File: src/rtl/sw_debounce4.sv
// rtl/sw_debounce4.sv - four-channel slide-switch debouncer
//
// Purpose: each of four raw switch levels passes through a two-flop
// synchronizer. The debounced level follows the synchronized level only
// after the two have disagreed for STABLE_CYCLES consecutive clock edges.
// The four channels are fully independent.
//
// Ports:
//   clk      - system clock; all state changes on its rising edge
//   rst_n    - asynchronous active-low reset (release is already synchronous)
//   sw       - raw asynchronous switch levels [6:3]
//   sw_db    - debounced levels [6:3], driven straight from flops
//   sw_rise  - one-cycle pulse after sw_db bit goes 0->1 (DEBOUNCE_EDGE_EN only)
//   sw_fall  - one-cycle pulse after sw_db bit goes 1->0 (DEBOUNCE_EDGE_EN only)
//
// Build option: define DEBOUNCE_EDGE_EN to add the sw_rise/sw_fall ports.
// Parameters: STABLE_CYCLES in 1..2^CNT_W-1.

module sw_debounce4 #(
  parameter int STABLE_CYCLES = 50000,
  parameter int CNT_W         = 16
) (
  input  logic       clk,
  input  logic       rst_n,
  input  logic [6:3] sw,
  output logic [6:3] sw_db
`ifdef DEBOUNCE_EDGE_EN
  ,
  output logic [6:3] sw_rise,
  output logic [6:3] sw_fall
`endif
);

  typedef enum logic {
    ST_STABLE  = 1'b0,
    ST_PENDING = 1'b1
  } state_t;

  localparam logic [CNT_W-1:0] CNT_LAST = CNT_W'(STABLE_CYCLES - 1);
  localparam logic [CNT_W-1:0] CNT_ONE  = CNT_W'(1);

  for (genvar i = 3; i <= 6; i++) begin : g_ch
    logic             s1;
    logic             s2;
    logic             db;
    logic             db_nx;
    logic             load;
    state_t           state;
    state_t           state_nx;
    logic [CNT_W-1:0] cnt;
    logic [CNT_W-1:0] cnt_nx;

    // Synchronizer: nothing downstream looks at sw before s2.
    always_ff @(posedge clk or negedge rst_n) begin
      if (!rst_n) begin
        s1 <= 1'b0;
        s2 <= 1'b0;
      end else begin
        s1 <= sw[i];
        s2 <= s1;
      end
    end

    // State register, counter and debounced output flop.
    always_ff @(posedge clk or negedge rst_n) begin
      if (!rst_n) begin
        state <= ST_STABLE;
        cnt   <= '0;
        db    <= 1'b0;
      end else begin
        state <= state_nx;
        cnt   <= cnt_nx;
        db    <= db_nx;
      end
    end

    // Next state. The counter advances on every edge that sees a mismatch,
    // including the first one out of STABLE, so the load lands on the
    // STABLE_CYCLES-th consecutive mismatching edge. Clearing on load keeps
    // the counter from ever wrapping.
    always_comb begin
      state_nx = state;
      cnt_nx   = '0;
      load     = 1'b0;
      case (state)
        ST_STABLE: begin
          if (s2 != db) begin
            if (cnt == CNT_LAST) begin
              load = 1'b1;
            end else begin
              state_nx = ST_PENDING;
              cnt_nx   = cnt + CNT_ONE;
            end
          end
        end
        ST_PENDING: begin
          if (s2 == db) begin
            state_nx = ST_STABLE;
          end else if (cnt == CNT_LAST) begin
            load     = 1'b1;
            state_nx = ST_STABLE;
          end else begin
            cnt_nx = cnt + CNT_ONE;
          end
        end
        default: state_nx = ST_STABLE;
      endcase
    end

    // Outputs.
    always_comb begin
      db_nx = load ? s2 : db;
    end

    assign sw_db[i] = db;

`ifdef DEBOUNCE_EDGE_EN
    logic rise;
    logic fall;
    logic rise_nx;
    logic fall_nx;

    always_comb begin
      rise_nx = load & s2;
      fall_nx = load & ~s2;
    end

    // Pulses are registered alongside db, so they are high during exactly
    // the cycle after the edge that changed sw_db.
    always_ff @(posedge clk or negedge rst_n) begin
      if (!rst_n) begin
        rise <= 1'b0;
        fall <= 1'b0;
      end else begin
        rise <= rise_nx;
        fall <= fall_nx;
      end
    end

    assign sw_rise[i] = rise;
    assign sw_fall[i] = fall;
`endif
  end

endmodule

File: config.mk
export PLATFORM = sky130hd
export DESIGN_NAME = sw_debounce4
export DESIGN_NICKNAME = d
export VERILOG_FILES = /design/src/rtl/sw_debounce4.sv
export SDC_FILE = /design/constraint.sdc
export NUM_CORES = 1
export LEC_CHECK = 0
export ABC_CLOCK_PERIOD_IN_PS = 1950
export CORE_MARGIN = 8
export CORE_UTILIZATION = 40
export DETAILED_ROUTE_END_ITERATION = 7
export PLACE_DENSITY = 0.54
export SYNTH_ARGS = -nofsm -noshare
export SYNTH_HDL_FRONTEND = slang
export SYNTH_SLANG_ARGS = --single-unit
File: constraint.sdc
create_clock -name clk -period 1.95 [get_ports clk]
set_input_delay 0.39 -clock clk [delete_from_list [all_inputs] [get_ports clk]]
set_output_delay 0.39 -clock clk [all_outputs]
set_load 0.05 [all_outputs]
Word-level counts from Yosys, hierarchy flattened --
Cells that the tools add are included.
Cells by class: div/mod/pow operators 0, shift-type cells 0, bitwise logic cells 4, order comparisons 0, $mul 0, add/subtract/negate cells 4, mux-type cells 48, reductions and logical operators 0, equal/unequal tests 12
Operators with widths (count):
- $mux W16 | 12
- $pmux W16 S2 | 4
- $add A16 B1 Y16 const B | 4
- $eq A16 B16 Y1 const B | 4
- $mux W1 | 24
- $pmux W1 S2 | 8
- $eq A1 B1 Y1 | 4
- $ne A1 B1 Y1 | 4
- $not A1 Y1 | 4
Storage, ports and cells: word-level logic and storage cells 88, RAM bits 0, latch bits 0, output and inout port bits 4, register bits after elaboration 80, memory bits (read-only) 0, memories kept 0

Depth between registers and ports, before layout --
word-level depth 4, gate-level depth with buffers 6, mapped depth without buffers 5

Worst setup path after synthesis --
Ideal clock, no wire load.
path kind reg2reg, start point reg g_ch[4].cnt[10], end point reg g_ch[4].cnt[13], slack 0.280 ns, stages on the path, launching flop included 5, arrival 1.552 ns, period minus slack after synthesis 1.670 ns, required time 1.831 ns, cells stage by stage dfrtp_1 or3_4 o41ai_4 buf_6 nor2_1
Between the ends: cells in the longest elaborated chain, start to end 4, elaborated cells on any way between the ends 6, classes of those cells add/sub: 1; eq/ne: 1; mux: 4
Ends and longest elaborated chain:
- start, declared | line 50 | logic [CNT_W-1:0] cnt;
- start signal, assigned | line 72 | cnt <= cnt_nx;
- $add A16 B1 Y16 or $eq A16 B16 Y1 (tied branches)
- $mux W16 (*) | line 88, 99
- $mux W16 (on tied branches) | line 97, 87
- $pmux W16 S2 (*) | line 85 | case (state)
- via g_ch[4].cnt_nx[13] | line 51 | logic [CNT_W-1:0] cnt_nx;
The timed path passes the listed nets; every way through them passes the cells marked *. A chain may end at the register's enable or synchronous reset.

Worst setup path after layout --
start point reg g_ch[6].cnt[0], end point reg g_ch[6].db
Between the ends: cells in the longest elaborated chain, start to end 4, elaborated cells on any way between the ends 5, classes of those cells eq/ne: 1; mux: 4
Ends and longest elaborated chain:
- start, declared | line 50
- start signal, assigned | line 72
- $eq A16 B16 Y1 (*) | line 88, 99
- $mux W1 (*) | line 88, 99
- $mux W1 (on tied branches) | line 97, 87
- $pmux W1 S2 (*) | line 85
- end signal, assigned | line 73 | db <= db_nx;
- end, declared | line 45 | logic db;
Mark *: on every way between the ends. The rest lies on a longest branch, timed or not.

==> results.cfg <==
[place]
place_ws_ns = 0.219
dp_hpwl_um = 4210
dpl-instance-area_um2 = 3810
io_buffers = 9
dp_cells = 464
gp_congestion = 0.772

[synthesis]
ys_seq_area_share_pct = 53.3
synth_area_um2 = 3570
synth-edff-count = 0
syn_inst = 344
ys_types = 30
netlist.area_leader.share_pct = 53.3
ys.warnings.count = 0
synth_common_cells = 76 x dfrtp_1, 69 x nor2_1, 46 x xnor2_1, 23 x nand3_1, 19 x nor4_1
synth_xor_area_share_pct = 14.0
synth_simple_gate_area_share_pct = 24.7
synth_compound_area_share_pct = 2.45
ys_ff_latch = 76
syn_area_per_cell_um2 = 10.4
synth-main-ff-cell = dfrtp_1
synth.area.top_cells = dfrtp_1 53%, xnor2_1 11%, nor2_1 7.3%
netlist.top_cell.by_area = dfrtp_1
synth_top_family_by_area = simple AND/OR/NAND/NOR gates
async_flop_share_pct = 100
yosysMostFrequentCell = dfrtp_1
synthAdderAreaFrac_pct = 1.40
synth_nets = 354
muxShareOfSynthArea_pct = 1.26

[sta]
holdWs_ns = 0.354
max_freq_mhz = 572
finalSetupTns_ns = 0
slew_viol_final = 0
tightest_slew_ns = 0.423
skew_ns = 0.00533
slew_headroom_pct = 71.7
fin_ws_ns = 0.202
hold_viol = 0
fin_crit_sh_pct = 89.7
setup_viol = 0
fin_crit_ns = 1.75
rsz0062_at_grt = no

[finish]
fin_cells = 481
diodes = 0
area_growth_pct = 13.2
final_nets = 378
fillers = 818
drive_gt1_share_pct = 10.5
final_area_um2 = 4040
final_util_pct = 46.6

[clock_tree]
numCtsBuffers = 9
cts_buffer_depth = 2
clkTransAtPathRegs_ns = 0.07
cts_root_buf = clkbuf_8
cts.sinks = 76
htreeDepth = 3
cts_tree = yes
insertion_delay_ns = 0.34

[floorplanning]
die_w_um = 110
start_util_pct = 41.1
coreArea_um2 = 8680
dieHeight_um = 110
die_area_um2 = 12200
num_rows = 34
ios = 10

[grt]
grt_usage_pct = 10.9
grt_pass1_vias = 2440
grt_max_degree = 40
antenna_found_initial = 0
grt_pass1_wl_um = 11200
globalRouteOverflowTotal = 0

[worst_setup_path]
critPathRequiredTime_ns = 2.18
cp_data_arrival_time_ns = 1.98
reg2regPathDepth = 4
cp_max_fo = 8
worstSetupStartpointType = flip-flop
cp-end-kind = flip-flop
r2r_start = g_ch[6].cnt[0]
startpoint = g_ch[6].cnt[0]
crit_type = reg -> reg

[detailed_routing]
drt_iter0_markers = 59
num_vias = 2431
wl_per_cell_um = 12.9
via_per_inst = 5.05
drtAntennaViolNets = 0
drt-pass1-iter-count = 4
drc = 0
wirelength_um = 6190

[outcome]
outcome = complete, no violations

[hold_path]
min-delay-path-class = reg -> reg
hold_depth = 0
worstHoldStart = g_ch[6].s1

[power]
ir_worst_vdd_mv = 0.407
leakage_nw = 1.63
power_density_nw_per_um2 = 754
power_mw = 3.05

[run]
drv_cap = 0
-- per-layer routing --
layer  vias to the layer above  part of all wire [%]  global-route usage (%)
met5                         -                     0                       0
met1                      1173                    49                    13.4
li1                       1229                     -                       -
met4                         0                   1.1                    4.32
met3                         4                   3.4                    3.84
met2                        25                    46                    17.1
-- final timing paths --
| check | to | slack [ns] |
|---|---|---|
| setup / recovery | g_ch[6].db | 0.20 |
| hold / removal | g_ch[6].s2 | 0.35 |
| setup reg to reg | g_ch[6].db | 0.20 |
| hold reg to reg | g_ch[6].s2 | 0.35 |
| max in group asynchronous | g_ch[4].cnt[7] | 0.91 |
| min in group asynchronous | g_ch[3].cnt[3] | 0.51 |
-- where the power goes --
part | switching (mW) | leakage [nW] | internal, mW
Clock | 0.580 | 0.102 | 0.721
Combinational | 0.0708 | 0.495 | 0.0510
Sequential | 0.0211 | 1.03 | 1.60
Total | 0.672 | 1.63 | 2.37
-- flip-flops by register name, summed over array words and instances, names as in the netlist --
| name | count |
|---|---|
| g_ch.s2 | 4 |
| g_ch.db | 4 |
| g_ch.s1 | 4 |
| g_ch.cnt | 64 |
-- repair_timing --
action                                 CTS  global route
endpoints found under the hold margin   28             0
buffers inserted                         0             0
hold buffers                             1             0
resized for setup                        0             0
-- layout make-up --
type	count	area (um2)	area share [%]
multi-input combinational	249	1560	38.7
tap	108	135	3.34
inverter	11	41.3	1.02
clock inverter	6	88.8	2.20
clock buffer	10	128	3.16
sequential	76	1900	47.1
timing repair buffer	21	183	4.52
-- cell families (layout without fill, tap and decap cells) --
group,after synthesis,in the layout
flip-flops,76,76
multiplexers,4,4
adder cells (fa/ha/maj),4,4
AO/OA/AOI/OAI,8,8
XOR/XNOR,57,57
AND/OR/NAND/NOR,176,176
buffers and inverters,19,48
-- placed cells by master (no fill, tap or decap), types with 9 or more instances in the layout --
master / netlist / final
buf_4: 4 / 15
nor2_1: 69 / 69
nand2_1: 17 / 17
xor2_1: 11 / 11
clkbuf_8: 0 / 9
inv_1: 11 / 11
nand3_1: 23 / 23
dfrtp_1: 76 / 76
nand4_1: 12 / 12
nor3_1: 13 / 13
xnor2_1: 46 / 46
nor4_1: 19 / 19
-- critical path, stage by stage, from the launching register on --
cell	delay, ns
dfrtp_1	0.39
ha_1	0.20
nand3_1	0.32
nor4_1	0.37
mux2_2	0.37
Power figures use the tool's default switching activity.
